`src/rtl/bsg_link_delay_calib_ctrl.sv`:
```
// Per-bit delay-line calibration sequencer: sweeps every tap, records pass/fail per bit,
// then drives each bit's select to the floor centre of its longest passing tap window.
module bsg_link_delay_calib_ctrl #(
  parameter int width_p         = 18,
  parameter int sel_width_p     = 2,
  parameter int settle_cycles_p = 16,
  parameter int check_cycles_p  = 64
) (
  input  logic                           clk_i,
  input  logic                           reset_n_i,
  input  logic                           start_i,
  input  logic [width_p-1:0]             sample_i,
  input  logic [width_p-1:0]             expected_i,
  input  logic                           override_v_i,
  input  logic [width_p*sel_width_p-1:0] override_sel_i,
  output logic [width_p*sel_width_p-1:0] sel_o,
  output logic                           busy_o,
  output logic                           done_o,
  output logic [width_p-1:0]             fail_o
);

  localparam int taps_lp    = 1 << sel_width_p;
  localparam int cnt_sc_lp  = (settle_cycles_p > check_cycles_p) ? settle_cycles_p : check_cycles_p;
  localparam int cnt_max_lp = (cnt_sc_lp > taps_lp) ? cnt_sc_lp : taps_lp;
  localparam int cnt_w_lp   = (cnt_max_lp > 1) ? $clog2(cnt_max_lp) : 1;
  localparam int len_w_lp   = $clog2(taps_lp + 1);

  typedef enum logic [2:0] {IDLE, SETTLE, CHECK, ANALYZE, APPLY, DONE} state_e;

  state_e                  state_r, state_n;
  logic [cnt_w_lp-1:0]     cnt_r;
  logic [sel_width_p-1:0]  tap_r;
  logic [sel_width_p-1:0]  tap_inc;
  logic [sel_width_p-1:0]  ana_tap;

  logic [taps_lp-1:0]      pass_r       [width_p];
  logic [sel_width_p-1:0]  run_start_r  [width_p];
  logic [sel_width_p-1:0]  best_start_r [width_p];
  logic [len_w_lp-1:0]     run_len_r    [width_p];
  logic [len_w_lp-1:0]     best_len_r   [width_p];
  logic [sel_width_p-1:0]  ext_start    [width_p];
  logic [len_w_lp-1:0]     ext_len      [width_p];

  logic [width_p*sel_width_p-1:0] sel_apply;
  logic [width_p-1:0]             fail_apply;

  logic idle_or_done, start_ok, ovr_ok;
  logic settle_last, check_last, analyze_last, tap_last;

  // Floor centre of a window: start + (len-1)/2.
  function automatic logic [sel_width_p-1:0] centre_sel(input logic [sel_width_p-1:0] start,
                                                        input logic [len_w_lp-1:0]    len);
    return start + sel_width_p'((len - len_w_lp'(1)) >> 1);
  endfunction

  assign idle_or_done = (state_r == IDLE) || (state_r == DONE);
  assign start_ok     = start_i && idle_or_done;
  assign ovr_ok       = override_v_i && idle_or_done && !start_i;
  assign settle_last  = (cnt_r == cnt_w_lp'(settle_cycles_p - 1));
  assign check_last   = (cnt_r == cnt_w_lp'(check_cycles_p - 1));
  assign analyze_last = (cnt_r == cnt_w_lp'(taps_lp - 1));
  assign tap_last     = (tap_r == {sel_width_p{1'b1}});
  assign tap_inc      = tap_r + sel_width_p'(1);
  assign ana_tap      = cnt_r[sel_width_p-1:0];

  always_comb begin
    state_n = state_r;
    case (state_r)
      IDLE, DONE: if (start_i)      state_n = SETTLE;
      SETTLE:     if (settle_last)  state_n = CHECK;
      CHECK:      if (check_last)   state_n = tap_last ? ANALYZE : SETTLE;
      ANALYZE:    if (analyze_last) state_n = APPLY;
      APPLY:                        state_n = DONE;
      default:                      state_n = IDLE;
    endcase
  end

  always_ff @(posedge clk_i) begin
    if (!reset_n_i) begin
      state_r <= IDLE;
      cnt_r   <= '0;
      tap_r   <= '0;
      sel_o   <= '0;
      fail_o  <= '0;
      busy_o  <= 1'b0;
      done_o  <= 1'b0;
    end else begin
      state_r <= state_n;
      busy_o  <= state_r inside {SETTLE, CHECK, ANALYZE, APPLY};
      done_o  <= (state_r == DONE) && !start_i;

      if (state_n != state_r)
        cnt_r <= '0;
      else if (state_r inside {SETTLE, CHECK, ANALYZE})
        cnt_r <= cnt_r + cnt_w_lp'(1);

      if (start_ok)
        tap_r <= '0;
      else if (state_r == CHECK && check_last && !tap_last)
        tap_r <= tap_inc;

      if (start_ok)
        sel_o <= '0;
      else if (ovr_ok)
        sel_o <= override_sel_i;
      else if (state_r == CHECK && check_last && !tap_last)
        sel_o <= {width_p{tap_inc}};
      else if (state_r == APPLY)
        sel_o <= sel_apply;

      if (start_ok)
        fail_o <= '0;
      else if (state_r == APPLY)
        fail_o <= fail_apply;
    end
  end

  // Run-extension candidates for the tap currently being analysed.
  always_comb begin
    for (int k = 0; k < width_p; k++) begin
      ext_len[k]   = run_len_r[k] + len_w_lp'(1);
      ext_start[k] = (run_len_r[k] == '0) ? ana_tap : run_start_r[k];
    end
  end

  always_comb begin
    sel_apply  = '0;
    fail_apply = '0;
    for (int k = 0; k < width_p; k++) begin
      if (best_len_r[k] == '0) begin
        fail_apply[k] = 1'b1;
      end else begin
        sel_apply[k*sel_width_p +: sel_width_p] = centre_sel(best_start_r[k], best_len_r[k]);
      end
    end
  end

  // Pass map and window tracking; cleared at start so no reset is needed.
  always_ff @(posedge clk_i) begin
    for (int k = 0; k < width_p; k++) begin
      if (start_ok) begin
        pass_r[k]       <= '1;
        run_len_r[k]    <= '0;
        run_start_r[k]  <= '0;
        best_len_r[k]   <= '0;
        best_start_r[k] <= '0;
      end else if (state_r == CHECK) begin
        if (sample_i[k] != expected_i[k])
          pass_r[k][tap_r] <= 1'b0;
      end else if (state_r == ANALYZE) begin
        if (pass_r[k][ana_tap]) begin
          run_len_r[k]   <= ext_len[k];
          run_start_r[k] <= ext_start[k];
          if (ext_len[k] > best_len_r[k]) begin
            best_len_r[k]   <= ext_len[k];
            best_start_r[k] <= ext_start[k];
          end
        end else begin
          run_len_r[k] <= '0;
        end
      end
    end
  end

endmodule

```
`config.mk`:
```
export PLATFORM = sky130hd
export DESIGN_NAME = bsg_link_delay_calib_ctrl
export DESIGN_NICKNAME = d
export VERILOG_FILES = /design/src/rtl/bsg_link_delay_calib_ctrl.sv
export SDC_FILE = /design/constraint.sdc
export NUM_CORES = 1
export LEC_CHECK = 0
export CAP_MARGIN = 20
export CORE_MARGIN = 10
export CORE_UTILIZATION = 54
export CTS_CLUSTER_SIZE = 16
export DETAILED_ROUTE_END_ITERATION = 10
export PLACE_DENSITY = 0.86
export SYNTH_ARGS = -nofsm -noshare
export SYNTH_HDL_FRONTEND = slang
export SYNTH_SLANG_ARGS = --single-unit
```
`constraint.sdc`:
```
create_clock -name clk_i -period 2.1 [get_ports clk_i]
set_input_delay 0.42 -clock clk_i [delete_from_list [all_inputs] [get_ports clk_i]]
set_output_delay 0.42 -clock clk_i [all_outputs]
set_load 0.1 [all_outputs]
```
==> metrics.txt, run 1 <==
# TYPE chip_impl_metric gauge
chip_impl_info{name="status",value="complete, but fails checks"} 1
chip_impl_info{name="failed_checks",value="negative setup slack"} 1
chip_impl_metric{name="grt_max_degree",unit=""} 43
chip_impl_metric{name="post_synth.cell_area_avg",unit="µm²"} 10.82
chip_impl_metric{name="comb_power_share",unit="%"} 14.4
chip_impl_metric{name="synthCells",unit=""} 1617
chip_impl_metric{name="ys_seq_elements",unit=""} 319
chip_impl_metric{name="power.share.switching",unit="%"} 25.46
chip_impl_info{name="path_class",value="register to register"} 1
chip_impl_info{name="final_cell_mix",value="edfxtp_1 (248), nand2_1 (218), buf_4 (185)"} 1
chip_impl_metric{name="post-route-cell-area",unit="µm²"} 22210
chip_impl_metric{name="cts_made_buffers",unit=""} 35
chip_impl_metric{name="ioPinCount",unit=""} 132
chip_impl_metric{name="synth-compound-area-share",unit="%"} 8.915
chip_impl_metric{name="global_route_wire_length_before_repair",unit="µm"} 68580
chip_impl_metric{name="clock_power_share",unit="%"} 39.2
chip_impl_metric{name="power_density",unit="nW/µm²"} 690.6
chip_impl_metric{name="worst-r2r-cell-count",unit=""} 7
chip_impl_metric{name="stdcell_count",unit=""} 2291
chip_impl_metric{name="tritoncts_num_sinks",unit=""} 319
chip_impl_metric{name="worst-endpoint-required",unit="ns"} 2.32
chip_impl_metric{name="final-hold-violation-count",unit=""} 0
chip_impl_metric{name="global_route.overflow_total",unit=""} 0
chip_impl_metric{name="place.detailed.instances",unit=""} 2181
chip_impl_info{name="endpoint_kind",value="register"} 1
chip_impl_metric{name="max-vdd-ir-drop",unit="mV"} 0.6062
chip_impl_metric{name="setup_violations",unit=""} 47
chip_impl_metric{name="synth.yosys.seq_area_share",unit="%"} 50.71
chip_impl_metric{name="timing.final.max_slew_violations",unit=""} 0
chip_impl_metric{name="finalWorstPathRequiredPeriod",unit="ns"} 2.192
chip_impl_info{name="crit_path_start_kind",value="register"} 1
chip_impl_metric{name="cell_area_reported_after_detailed_placement",unit="µm²"} 19890
chip_impl_metric{name="die_span_y",unit="µm"} 200.0
chip_impl_metric{name="place_congestion",unit=""} 0.8517
chip_impl_metric{name="cap_violations",unit=""} 0
chip_impl_metric{name="power_switching",unit="mW"} 3.904
chip_impl_metric{name="syn_area",unit="µm²"} 17490
chip_impl_metric{name="asyncSetResetFlopFracSynth",unit="%"} 0
chip_impl_metric{name="multiplexer_area_fraction_after_synthesis",unit="%"} 4.493
chip_impl_metric{name="synth-edff-count",unit=""} 248
chip_impl_metric{name="postRouteWirelength",unit="µm"} 48620
chip_impl_metric{name="timing.max_slew.rel_slack",unit="%"} 54.46
chip_impl_metric{name="share_seq_of_total_power",unit="%"} 46.4
chip_impl_metric{name="cp.arrival",unit="ns"} 2.41
chip_impl_metric{name="wl_per_cell",unit="µm"} 21.22
chip_impl_info{name="synth_top_family_by_area",value="simple AND/OR/NAND/NOR gates"} 1
chip_impl_metric{name="first_global_vias",unit=""} 13534
chip_impl_metric{name="grt_util_all_layers",unit="%"} 21.52
chip_impl_info{name="clk_tree_root_cell",value="clkbuf_16"} 1
chip_impl_metric{name="placement.io_buffers",unit=""} 131
chip_impl_metric{name="worst_slack",unit="ns"} -0.09175
chip_impl_metric{name="critical_path_peak_fanout",unit=""} 5
chip_impl_metric{name="fillerInstances",unit=""} 1997
chip_impl_metric{name="min_path_cells",unit=""} 2
chip_impl_metric{name="basic_gate_share_of_the_synthesized_area_counting_and_or_nand_and_nor_cells",unit="%"} 15.60
chip_impl_metric{name="multi_input_area",unit="µm²"} 8652
chip_impl_metric{name="final-seq-area",unit="µm²"} 8870
chip_impl_metric{name="layout-drive-gt1-share",unit="%"} 23.24
chip_impl_metric{name="drt-initial-drc-count",unit=""} 1202
chip_impl_metric{name="vias",unit=""} 13606
chip_impl_metric{name="layout-area-overhead-vs-synth",unit="%"} 26.98
chip_impl_metric{name="avgViaCountPerCell",unit=""} 5.939
chip_impl_metric{name="detail-route-antenna-nets",unit=""} 0
chip_impl_metric{name="total_leakage_power",unit="nW"} 9.411
chip_impl_metric{name="cts.reportedPaths.clkPinSlew",unit="ns"} 0.06
chip_impl_metric{name="nets",unit=""} 2089
chip_impl_metric{name="die_width",unit="µm"} 200.0
chip_impl_info{name="postSynth.topFlopCell",value="edfxtp_1"} 1
chip_impl_metric{name="cts_max_path_buffers",unit=""} 3
chip_impl_info{name="layout_commonest_cell",value="edfxtp_1"} 1
chip_impl_metric{name="drt_pass1_iterations",unit=""} 5
chip_impl_metric{name="syn-num-nets",unit=""} 1842
chip_impl_metric{name="clock-skew-final",unit="ns"} 0.01339
chip_impl_metric{name="fp-row-count",unit=""} 65
chip_impl_metric{name="detailed_placer_s_ending_hpwl",unit="µm"} 30060
chip_impl_metric{name="drc",unit=""} 0
chip_impl_metric{name="synth.lib_cells_used.distinct",unit=""} 55
chip_impl_metric{name="internal-power",unit="mW"} 11.43
chip_impl_metric{name="die-area",unit="µm²"} 39980
chip_impl_metric{name="arithmetic_cell_share_of_the_synthesized_area_counting_full_adders_half_adders_and_majority_gates",unit="%"} 10.72
chip_impl_metric{name="yosys.area_share.xor_xnor",unit="%"} 4.472
chip_impl_metric{name="pre_cts_ws",unit="ns"} -0.1321
chip_impl_metric{name="clock_latency",unit="ns"} 0.52
chip_impl_metric{name="core_area",unit="µm²"} 31720
chip_impl_metric{name="grt_antenna_before_repair",unit=""} 0
chip_impl_metric{name="htree_levels",unit=""} 2
chip_impl_metric{name="tightest_hold_margin",unit="ns"} 0.4703
chip_impl_info{name="holdCritPathClass",value="register to register"} 1
chip_impl_info{name="grt_setup_unrepaired",value="yes"} 1
chip_impl_metric{name="tightest_slew",unit="ns"} 0.6783
chip_impl_metric{name="fmax",unit="GHz"} 0.4563
chip_impl_metric{name="cts_hold_buffers",unit=""} 0
chip_impl_metric{name="initial_utilization",unit="%"} 55.14
chip_impl_metric{name="yosys_warnings",unit=""} 0
chip_impl_metric{name="final_min_period_over_clock_period",unit="%"} 104.4
chip_impl_info{name="tritoncts_clock_tree",value="done"} 1
chip_impl_metric{name="antennaDiodeCount",unit=""} 0
worst paths after layout:
kind / startpoint / to / slack, ns
hold / removal: pass_r[16][2] / pass_r[16][2] / 0.47
setup / recovery: run_len_r[9][0] / best_len_r[9][2] / -0.09
hold reg to reg: pass_r[16][2] / pass_r[16][2] / 0.47
setup reg to reg: run_len_r[9][0] / best_len_r[9][2] / -0.09
metrics by stage:
step	total power, mW	util, %	setup TNS [ns]
after global routing	15.74	70.01	-4.982
after global placement	8.923	62.72	-2.689
after detailed placement	9.034	62.72	-12.29
after floorplan	8.384	-	0
after CTS	15.00	67.46	0
final	15.33	70.01	-1.454
worst max-delay path, stage by stage, from the launching register on:
cell and delay (ns):
edfxtp_1 0.49, inv_2 0.13, ha_4 0.22, ha_1 0.31, nor2b_1 0.18, o21ai_1 0.11
a211o_1 0.30, nand2_2 0.15
metal layers:
| layer | GRT usage, % | vias to the layer above | share of wire, % |
|---|---|---|---|
| li1 | - | 6131 | - |
| met1 | 25.36 | 6559 | 36 |
| met2 | 38.03 | 746 | 50 |
| met3 | 4.906 | 170 | 9.9 |
| met4 | 7.039 | 0 | 4.1 |
| met5 | 0 | - | 0 |
sequential cells by signal, indices dropped and copies added, names as in the netlist:
signal	flops
pass_r	72
best_len_r	54
run_len_r	54
best_start_r	36
run_start_r	36
sel_o	36
fail_o	18
cnt_r	6
state_r	3
tap_r	2
busy_o	1
done_o	1
power groups by stage:
| stage | combinational (mW) | clock, mW | sequential, mW |
|---|---|---|---|
| after global routing | 2.35 | 6.26 | 7.12 |
| final | 2.21 | 6.02 | 7.11 |
| after detailed placement | 1.81 | 0 | 7.22 |
| after global placement | 1.72 | 0 | 7.21 |
| after CTS | 1.91 | 5.99 | 7.09 |
| after floorplan | 0.970 | 0 | 7.41 |
final cells by class:
cell class                 count  area share [%]
multi-input combinational   1078           38.96
sequential                   319           39.94
clock buffer                  49           4.553
clock inverter                13          0.4057
inverter                     151           2.564
tap                          402           2.265
timing repair buffer         279           11.31
cell families (layout without fill, tap and decap cells):
kind of cell,Yosys count,count (layout)
XOR/XNOR,61,61
AND/OR/NAND/NOR,590,590
AO/OA/AOI/OAI,221,221
multiplexers,56,56
buffers and inverters,220,492
flip-flops,319,319
adder cells (fa/ha/maj),150,150
Yosys cell counts (2+ instances only):
| cell type | count | share of area [%] |
|---|---|---|
| inv_1 | 149 | 3.2 |
| nand3_1 | 6 | 0.17 |
| xnor3_1 | 18 | 2.3 |
| edfxtp_1 | 248 | 43 |
| nor2b_1 | 21 | 0.75 |
| nor2_1 | 153 | 3.3 |
| a21o_1 | 2 | 0.086 |
| ha_1 | 149 | 11 |
| mux2i_1 | 38 | 2.2 |
| nor4_1 | 5 | 0.18 |
| xor2_1 | 21 | 1.1 |
| clkbuf_1 | 35 | 0.75 |
| and2_1 | 53 | 1.9 |
| o21a_1 | 19 | 0.82 |
| buf_6 | 3 | 0.19 |
| o221a_1 | 10 | 0.64 |
| and2_0 | 3 | 0.11 |
| nand2_1 | 242 | 5.2 |
| xnor2_1 | 22 | 1.1 |
| buf_1 | 2 | 0.043 |
| buf_2 | 28 | 0.80 |
| mux4_2 | 18 | 2.3 |
| nand4_1 | 3 | 0.11 |
| o2111a_1 | 18 | 1.2 |
| or3_1 | 18 | 0.64 |
| dfxtp_1 | 71 | 8.1 |
| nor3b_1 | 3 | 0.13 |
| a21oi_1 | 74 | 2.1 |
| o21bai_1 | 2 | 0.086 |
| o21ai_0 | 43 | 1.2 |
| a211o_1 | 36 | 1.8 |
| o221a_2 | 8 | 0.52 |
| and3_1 | 38 | 1.4 |
| nand2b_1 | 37 | 1.3 |
what timing repair did:
item,4_1_cts,5_1_grt
endpoints found under the setup margin,106,155
buffers inserted,29,19
pin swaps,34,78
resized for setup,38,118
gates cloned,0,0
Note: power is estimated with default switching activity, not from simulation.
==> run 2: changes to the inputs <==
CORE_MARGIN = 5   (was 10)
==> metrics.txt, run 2 (synthesis results as in run 1) <==
# TYPE chip_impl_metric gauge
chip_impl_metric{name="finalWorstPathRequiredPeriod",unit="ns"} 2.229
chip_impl_metric{name="htree_levels",unit=""} 2
chip_impl_metric{name="layout-drive-gt1-share",unit="%"} 22.13
chip_impl_metric{name="cp.arrival",unit="ns"} 2.46
chip_impl_metric{name="cts_hold_buffers",unit=""} 0
chip_impl_info{name="path_class",value="register to register"} 1
chip_impl_metric{name="worst_slack",unit="ns"} -0.1293
chip_impl_metric{name="max-vdd-ir-drop",unit="mV"} 0.4790
chip_impl_metric{name="tightest_slew",unit="ns"} 0.8928
chip_impl_metric{name="initial_utilization",unit="%"} 54.16
chip_impl_metric{name="grt_antenna_before_repair",unit=""} 0
chip_impl_metric{name="postRouteWirelength",unit="µm"} 46310
chip_impl_metric{name="critical_path_peak_fanout",unit=""} 5
chip_impl_metric{name="fin_tns_setup",unit="ns"} -1.032
chip_impl_metric{name="core_area",unit="µm²"} 32290
chip_impl_metric{name="power_density",unit="nW/µm²"} 696.0
chip_impl_info{name="grt_setup_unrepaired",value="yes"} 1
chip_impl_metric{name="first_global_vias",unit=""} 13234
chip_impl_metric{name="pre_cts_ws",unit="ns"} -0.4341
chip_impl_metric{name="timing.final.max_slew_violations",unit=""} 0
chip_impl_metric{name="cts_max_path_buffers",unit=""} 3
chip_impl_metric{name="final_min_period_over_clock_period",unit="%"} 106.2
chip_impl_info{name="status",value="complete, but fails checks"} 1
chip_impl_metric{name="clock_latency",unit="ns"} 0.52
chip_impl_info{name="reg_top3",value="pass_r: 72 flops, best_len_r: 54 flops, run_len_r: 54 flops"} 1
chip_impl_metric{name="ioPinCount",unit=""} 132
chip_impl_metric{name="detail-route-antenna-nets",unit=""} 0
chip_impl_metric{name="fp-row-count",unit=""} 66
chip_impl_metric{name="placement.io_buffers",unit=""} 131
chip_impl_metric{name="cap_violations",unit=""} 0
chip_impl_metric{name="worst-endpoint-required",unit="ns"} 2.33
chip_impl_metric{name="clock-skew-final",unit="ns"} 0.02437
chip_impl_metric{name="setup_violations",unit=""} 21
chip_impl_info{name="tritoncts_clock_tree",value="done"} 1
chip_impl_info{name="crit_path_start_kind",value="register"} 1
chip_impl_metric{name="layout-area-overhead-vs-synth",unit="%"} 26.65
chip_impl_metric{name="power",unit="mW"} 15.42
chip_impl_metric{name="avgViaCountPerCell",unit=""} 5.785
chip_impl_info{name="endpoint_kind",value="register"} 1
chip_impl_metric{name="final-hold-violation-count",unit=""} 0
chip_impl_metric{name="cell_area_reported_after_detailed_placement",unit="µm²"} 19830
chip_impl_metric{name="place.detailed.instances",unit=""} 2219
chip_impl_metric{name="fillerInstances",unit=""} 2036
chip_impl_metric{name="drt-initial-drc-count",unit=""} 1285
chip_impl_metric{name="fmax",unit="GHz"} 0.4486
chip_impl_metric{name="die-area",unit="µm²"} 36080
chip_impl_metric{name="grt_util_all_layers",unit="%"} 23.07
chip_impl_metric{name="detailed_placer_s_ending_hpwl",unit="µm"} 29040
chip_impl_metric{name="utilization",unit="%"} 68.60
chip_impl_metric{name="nets",unit=""} 2089
chip_impl_metric{name="wl_per_cell",unit="µm"} 19.87
chip_impl_info{name="final_cell_mix",value="edfxtp_1 (248), nand2_1 (217), buf_4 (188)"} 1
chip_impl_metric{name="flip_flop_count_of_the_largest_register_after_layout",unit=""} 72
chip_impl_metric{name="grt_max_degree",unit=""} 55
chip_impl_metric{name="total_leakage_power",unit="nW"} 9.408
chip_impl_metric{name="die_span_y",unit="µm"} 190.0
chip_impl_metric{name="cts_made_buffers",unit=""} 34
chip_impl_metric{name="tightest_hold_margin",unit="ns"} 0.4640
chip_impl_info{name="holdCritPathClass",value="register to register"} 1
chip_impl_metric{name="drt_pass1_iterations",unit=""} 6
chip_impl_info{name="regMostFlops",value="pass_r"} 1
chip_impl_info{name="layout_commonest_cell",value="edfxtp_1"} 1
chip_impl_metric{name="drc",unit=""} 0
chip_impl_metric{name="antennaDiodeCount",unit=""} 0
chip_impl_info{name="clk_tree_root_cell",value="clkbuf_16"} 1
chip_impl_info{name="failed_checks",value="negative setup slack"} 1
chip_impl_metric{name="global_route_wire_length_before_repair",unit="µm"} 66850
chip_impl_metric{name="die_width",unit="µm"} 190.0
chip_impl_metric{name="global_route.overflow_total",unit=""} 0
chip_impl_metric{name="tritoncts_num_sinks",unit=""} 319
chip_impl_metric{name="place_congestion",unit=""} 0.8723
chip_impl_metric{name="stdcell_count",unit=""} 2331
chip_impl_metric{name="timing.max_slew.rel_slack",unit="%"} 40.33
chip_impl_metric{name="post-route-cell-area",unit="µm²"} 22150
chip_impl_metric{name="cts.reportedPaths.clkPinSlew",unit="ns"} 0.06
chip_impl_metric{name="vias",unit=""} 13486
[run 2: cell count changes in the layout (fill, tap and decap cells not counted), moves of 6 or more]
cell | previous run | this run
ha_1 | 94 | 101
inv_2 | 16 | 7
buf_12 | 18 | 10
inv_1 | 133 | 141
ha_4 | 38 | 32
o21ai_1 | 9 | 15
[run 2: path summary, 6_finish.rpt]
kind | from | to | slack (ns) | depth (start not counted)
worst min-delay path | pass_r[16][0] | pass_r[16][0] | 0.46 | 2
worst min register to register | pass_r[16][0] | pass_r[16][0] | 0.46 | 2
worst max-delay path | run_len_r[5][0] | best_len_r[5][1] | -0.13 | 7
worst max register to register | run_len_r[5][0] | best_len_r[5][1] | -0.13 | 7
[run 2: where the power goes]
group          total, mW  internal [mW]  switching, mW
Combinational       2.15          0.943           1.21
Sequential          7.10           6.98          0.124
Clock               6.16           3.71           2.45
[run 2: layout make-up]
cell class	count	area (µm²)	area share (%)
Inverter	151	571.8	2.582
Multi-Input combinational cell	1079	8567	38.68
Tap cell	442	553.0	2.497
Sequential cell	319	8871	40.05
Timing Repair Buffer	279	2457	11.09
Clock buffer	44	919.6	4.152
Clock inverter	17	209.0	0.9434
[run 2: what timing repair did]
| item | 4_1_cts | 5_1_grt |
|---|---|---|
| gates resized for setup | 38 | 101 |
| pin swaps | 34 | 71 |
| gates cloned | 1 | 2 |
| setup endpoints to repair | 129 | 237 |
| buffers inserted | 30 | 17 |
[run 2: critical path: stages (launching register included)]
cell and delay, ns:
edfxtp_1 0.42, inv_1 0.13, ha_1 0.30, ha_1 0.32, nor2b_1 0.18, o21ai_1 0.11
a211o_1 0.32, nand2_2 0.15
[run 2: layer usage]
| metal | routed length, µm | track usage (%) | vias up |
|---|---|---|---|
| li1 | - | - | 6126 |
| met1 | 17390 | 29.53 | 6508 |
| met2 | 22990 | 39.49 | 676 |
| met3 | 3766 | 3.872 | 176 |
| met4 | 2163 | 8.542 | 0 |
| met5 | 0 | 1.648 | - |
==> run 3: changes to the inputs <==
RECOVER_POWER = 100   (was not set)
==> metrics.txt, run 3 (synthesis results as in run 1) <==
# TYPE chip_impl_metric gauge
chip_impl_info{name="status",value="complete, but fails checks"} 1
chip_impl_info{name="failed_checks",value="negative setup slack"} 1
chip_impl_metric{name="comb_power_share",unit="%"} 13.8
chip_impl_info{name="regMostFlops",value="pass_r"} 1
chip_impl_metric{name="tritoncts_num_sinks",unit=""} 319
chip_impl_metric{name="grt_util_all_layers",unit="%"} 23.07
chip_impl_info{name="holdCritPathClass",value="register to register"} 1
chip_impl_info{name="ff_to_ff_start",value="run_len_r[5][0]"} 1
chip_impl_info{name="tritoncts_clock_tree",value="done"} 1
chip_impl_metric{name="drc",unit=""} 0
chip_impl_metric{name="first_global_vias",unit=""} 13234
chip_impl_metric{name="place_congestion",unit=""} 0.8723
chip_impl_metric{name="clock-skew-final",unit="ns"} 0.02391
chip_impl_metric{name="cts_max_path_buffers",unit=""} 3
chip_impl_metric{name="share_seq_of_total_power",unit="%"} 46.2
chip_impl_metric{name="initial_utilization",unit="%"} 54.16
chip_impl_metric{name="antennaDiodeCount",unit=""} 0
chip_impl_info{name="crit_path_start_kind",value="register"} 1
chip_impl_metric{name="cp.arrival",unit="ns"} 2.46
chip_impl_metric{name="finalWorstPathRequiredPeriod",unit="ns"} 2.240
chip_impl_metric{name="total_leakage_power",unit="nW"} 9.338
chip_impl_metric{name="fmax",unit="GHz"} 0.4465
chip_impl_metric{name="global_route.overflow_total",unit=""} 0
chip_impl_metric{name="layout-drive-gt1-share",unit="%"} 21.65
chip_impl_metric{name="timing.final.max_slew_violations",unit=""} 0
chip_impl_metric{name="tightest_slew",unit="ns"} 0.9139
chip_impl_metric{name="final-hold-violation-count",unit=""} 0
chip_impl_metric{name="flip_flop_count_of_the_largest_register_after_layout",unit=""} 72
chip_impl_info{name="path_class",value="register to register"} 1
chip_impl_metric{name="setup_violations",unit=""} 37
chip_impl_metric{name="fp-row-count",unit=""} 66
chip_impl_metric{name="cts_hold_buffers",unit=""} 0
chip_impl_metric{name="detailed_placer_s_ending_hpwl",unit="µm"} 29040
chip_impl_metric{name="power_switching",unit="mW"} 3.779
chip_impl_metric{name="power_density",unit="nW/µm²"} 701.1
chip_impl_metric{name="stdcell_count",unit=""} 2331
chip_impl_metric{name="postRouteWirelength",unit="µm"} 46290
chip_impl_info{name="reg_top3",value="pass_r: 72 flops, best_len_r: 54 flops, run_len_r: 54 flops"} 1
chip_impl_metric{name="drt-initial-drc-count",unit=""} 1213
chip_impl_metric{name="worst_slack",unit="ns"} -0.1398
chip_impl_metric{name="layout-area-overhead-vs-synth",unit="%"} 25.49
chip_impl_metric{name="worst-endpoint-required",unit="ns"} 2.32
chip_impl_info{name="layout_commonest_cell",value="edfxtp_1"} 1
chip_impl_metric{name="die_width",unit="µm"} 190.0
chip_impl_metric{name="global_route_wire_length_before_repair",unit="µm"} 66850
chip_impl_info{name="clk_tree_root_cell",value="clkbuf_16"} 1
chip_impl_metric{name="power",unit="mW"} 15.39
chip_impl_metric{name="critical_path_peak_fanout",unit=""} 5
chip_impl_metric{name="tightest_hold_margin",unit="ns"} 0.4633
chip_impl_metric{name="fillerInstances",unit=""} 2087
chip_impl_metric{name="final-seq-area",unit="µm²"} 8871
chip_impl_metric{name="cts_made_buffers",unit=""} 34
chip_impl_metric{name="nets",unit=""} 2089
chip_impl_metric{name="power.share.switching",unit="%"} 24.56
chip_impl_info{name="worstHoldStart",value="pass_r[16][0]"} 1
chip_impl_metric{name="detail-route-antenna-nets",unit=""} 0
chip_impl_info{name="grt_setup_unrepaired",value="yes"} 1
chip_impl_metric{name="die-area",unit="µm²"} 36080
chip_impl_info{name="crit_start",value="run_len_r[5][0]"} 1
chip_impl_metric{name="wl_per_cell",unit="µm"} 19.86
chip_impl_metric{name="avgViaCountPerCell",unit=""} 5.733
chip_impl_metric{name="htree_levels",unit=""} 2
chip_impl_metric{name="cap_violations",unit=""} 0
chip_impl_metric{name="die_span_y",unit="µm"} 190.0
chip_impl_metric{name="place.detailed.instances",unit=""} 2219
chip_impl_metric{name="placement.io_buffers",unit=""} 131
chip_impl_metric{name="core_area",unit="µm²"} 32290
chip_impl_metric{name="cts.reportedPaths.clkPinSlew",unit="ns"} 0.06
chip_impl_metric{name="vias",unit=""} 13364
chip_impl_metric{name="drt_pass1_iterations",unit=""} 5
chip_impl_metric{name="ioPinCount",unit=""} 132
chip_impl_metric{name="internal-power",unit="mW"} 11.61
chip_impl_metric{name="grt_antenna_before_repair",unit=""} 0
chip_impl_info{name="endpoint_kind",value="register"} 1
chip_impl_metric{name="clock_power_share",unit="%"} 40.0
chip_impl_metric{name="max-vdd-ir-drop",unit="mV"} 0.4789
chip_impl_metric{name="timing.max_slew.rel_slack",unit="%"} 38.92
chip_impl_info{name="final_cell_mix",value="edfxtp_1 (248), nand2_1 (222), nor2_1 (148)"} 1
chip_impl_metric{name="clock_latency",unit="ns"} 0.52
chip_impl_metric{name="grt_max_degree",unit=""} 55
chip_impl_metric{name="final_min_period_over_clock_period",unit="%"} 106.7
chip_impl_metric{name="multi_input_area",unit="µm²"} 8541
run 3: through the flow:
| step | utilization (%) | cell area (µm²) | TNS (ns) | setup slack (ns) |
|---|---|---|---|---|
| 5_1_grt | 67.97 | 21950 | -5.922 | -0.2208 |
| 6_report | 67.97 | 21950 | -1.690 | -0.1398 |
| 4_1_cts | 66.33 | 21420 | 0 | 0.001374 |
| 3_3_place_gp | 61.39 | 19820 | -45.93 | -0.3913 |
| 2_1_floorplan | - | 17540 | 0 | 0.001354 |
| 3_5_place_dp | 61.42 | 19830 | -52.59 | -0.4341 |
run 3: final cells by class:
class / count / share of cell area [%]
Sequential cell: 319 / 40.42
Clock buffer: 44 / 4.190
Clock inverter: 17 / 0.9521
Timing Repair Buffer: 279 / 10.39
Inverter: 151 / 2.605
Multi-Input combinational cell: 1079 / 38.92
Tap cell: 442 / 2.520
run 3: layer usage:
layer,vias up,global-route usage [%],share of wire (%)
li1,6125,-,-
met1,6413,29.53,37
met2,678,39.49,50
met3,148,3.872,8.9
met4,0,8.542,4.4
met5,-,1.648,0
run 3: critical path, cell delays in order, from the launching register on:
cell	delay [ns]
edfxtp_1	0.42
inv_1	0.13
ha_1	0.30
ha_1	0.31
nor2b_1	0.17
o21ai_1	0.12
a211o_1	0.33
nand2_2	0.15
run 3: repair_timing:
item	4_1_cts	5_1_grt
setup endpoints to repair	129	237
setup buffers	30	17
endpoints found under the hold margin	0	0
pin swaps	34	71
gates resized for setup	38	101
gates cloned	1	2
run 3: path summary, 6_finish.rpt:
path	end	slack, ns	cells past startpoint
worst max-delay path	best_len_r[5][1]	-0.14	7
worst min-delay path	pass_r[16][0]	0.46	2
worst max register to register	best_len_r[5][1]	-0.14	7
worst min register to register	pass_r[16][0]	0.46	2
run 3: power groups by stage:
stage,registers (mW),clock network (mW),logic [mW]
2_1_floorplan,7.41,0,0.970
3_3_place_gp,7.21,0,1.70
3_5_place_dp,7.22,0,1.79
4_1_cts,7.09,6.17,1.90
5_1_grt,7.12,6.48,2.29
6_report,7.10,6.16,2.12
==> RTL edit: new RTL, config.mk and constraints of run 1 <==
`check_cycles_p`: 64 -> 128.
--- a/src/rtl/bsg_link_delay_calib_ctrl.sv
+++ b/src/rtl/bsg_link_delay_calib_ctrl.sv
@@ -5,5 +5,5 @@
   parameter int sel_width_p     = 2,
   parameter int settle_cycles_p = 16,
-  parameter int check_cycles_p  = 64
+  parameter int check_cycles_p  = 128
 ) (
   input  logic                           clk_i,
Check against the original RTL: not settled (the Yosys comparison gave no result); the edit may change what the design does.
==> RTL edit against run 1 <==
The flow still finishes with violations (setup timing); non-clock buffer count rose by 48; via count fell by 1.1%; critical endpoint is now best_start_r[2][1]; first-iteration DRC count is 3.0% lower; sequential cell count rose by 1; sequential share of layout area down 0.17 points; critical path type unchanged; power increased by 1.8%; cell area up 0.67%; wire length down 0.83%; setup slack worse by 0.0090 ns; area after synthesis decreased by 1.2%; clock power decreased by 3.5%.
==> RTL edit: results (changes against run 1) <==
| Metric | Value |
|---|---|
| Total Routed Length | `48200 um (was 48600 um)` |
| Netlist cell types | `53 (was 55)` |
| Area contributors post-synth | `edfxtp_1 43%, ha_1 11%, dfxtp_1 8.3% (was edfxtp_1 43%, ha_1 11%, dfxtp_1 8.1%)` |
| # fillers | `1972 (was 1997)` |
| Via count | `13500 (was 13600)` |
| Max incr delay on CP | `0.47 ns (was 0.49 ns)` |
| GPL Wtd Cong | `0.849 (was 0.852)` |
| Lkg Pwr | `9.52 nW (was 9.41 nW)` |
| Setup TNS | `-1.52 ns (was -1.45 ns)` |
| Placed Cells | `2199 (was 2181)` |
| Final Net Count | `2108 (was 2089)` |
| Final core utilization | `70.8% (was 70.0%)` |
| Synth cell count leaders | `260 x nand2_1, 248 x edfxtp_1, 149 x ha_1, 149 x inv_1, 127 x nor2_1 (was 248 x edfxtp_1, 242 x nand2_1, 153 x nor2_1, 149 x ha_1, 149 x inv_1)` |
| Peak VDD IR | `0.480 mV (was 0.606 mV)` |
| Synthesized net count | `1809 (was 1842)` |
| Port bufs | `131 (unchanged)` |
| Total GRT Usage | `21.2% (was 21.5%)` |
| Synth Instances | `1584 (was 1617)` |
| Data arrival, critical path | `2.43 ns (was 2.41 ns)` |
| CTS max path bufs | `3 (unchanged)` |
| Initial antenna violation count | `1 (was 0)` |
| Fin. max-slew vios | `0 (unchanged)` |
| DP Wirelength | `30000 um (was 30100 um)` |
| Area after DPL | `20100 um^2 (was 19900 um^2)` |
| Status | `finished with violations (unchanged)` |
| Worst Tran Pin Value | `0.561 ns (was 0.678 ns)` |
| Num CTS Buffers | `34 (was 35)` |
| Largest net degree at the start of global routing | `57 (was 43)` |
| Vias per cell | `5.82 (was 5.94)` |
| Failing checks | `setup timing (unchanged)` |
| Global-route wire length before repair | `67300 um (was 68600 um)` |
| Setup WS post-layout | `-0.101 ns (was -0.0917 ns)` |
| Ys async rst share | `0% (unchanged)` |
| Final setup fails | `30 (was 47)` |
| Sequential fraction of the synthesis area | `51.4% (was 50.7%)` |
| Layout cells sized above 1 | `25.6% (was 23.2%)` |
| Clock skew | `0.0205 ns (was 0.0134 ns)` |
| DRC violation total after the first TritonRoute iteration | `1166 (was 1202)` |
==> RTL edit: timing repair <==
action	in CTS	in global routing
cloned	0	2
gates resized for setup	33	118
pin swaps	38	78
setup buffers	26	22
endpoints found under the setup margin	111	136
hold buffers	0	0
==> RTL edit: worst max-delay path, delay by kind of cell (launching register included) <==
kind,cells,cell delay [ns]
simple gates,2,0.34
xor+xnor,1,0.15
compound gates,1,0.34
buf+inv,1,0.08
flops,1,0.47
fa+ha+maj,2,0.53
==> RTL edit: layer usage <==
| layer | share of wire (%) | vias up | GRT usage, % |
|---|---|---|---|
| li1 | - | 6109 | - |
| met1 | 37 | 6507 | 25.0 |
| met2 | 50 | 668 | 37.2 |
| met3 | 7.6 | 164 | 4.00 |
| met4 | 5.2 | 2 | 8.76 |
| met5 | 0.027 | - | 0 |
==> RTL edit: final cells by class <==
| type | instances | area share (%) |
|---|---|---|
| flip-flops and latches | 320 | 39.8 |
| multi-input cells | 1050 | 37.9 |
| repair buffers | 327 | 12.8 |
| clock buffers | 50 | 4.26 |
| inverters | 150 | 2.52 |
| well taps | 402 | 2.25 |
| clock inverters | 12 | 0.476 |
| diodes | 1 | 0.0112 |
==> RTL edit: worst paths after layout <==
kind | start | end | slack (ns)
min | fail_o[13] | fail_o[13] | 0.46
min reg2reg | fail_o[13] | fail_o[13] | 0.46
max | run_len_r[2][0] | best_start_r[2][1] | -0.10
max reg2reg | run_len_r[2][0] | best_start_r[2][1] | -0.10
==> RTL edit: report_power, final <==
part / total, mW / switching, mW / leakage, nW / internal, mW
sequential: 7.19 / 0.142 / 2.82 / 7.05
combinational: 2.61 / 1.48 / 6.19 / 1.13
clock: 5.81 / 2.51 / 0.512 / 3.30
==> RTL edit: cell families (layout without fill, tap and decap cells) <==
kind of cell	after synthesis	in the layout	synth area share, %
AND/OR/NAND/NOR	579	579	15.3
flip-flops	320	320	51.4
buffers and inverters	214	539	4.79
AO/OA/AOI/OAI	203	203	8.59
adder cells (fa/ha/maj)	149	149	10.8
XOR/XNOR	64	64	4.60
multiplexers	55	55	4.49
other	0	1	0
==> RTL edit: per-stage QoR <==
stage          setup WS (ns)  power, mW  hold slack [ns]
4_1_cts             0.000405       15.2            0.464
5_1_grt               -0.168       16.1            0.479
6_report              -0.101       15.6            0.463
3_5_place_dp          -0.119       9.45            0.457
3_3_place_gp         -0.0344       9.32            0.448
2_1_floorplan        -0.0640       8.68            0.436
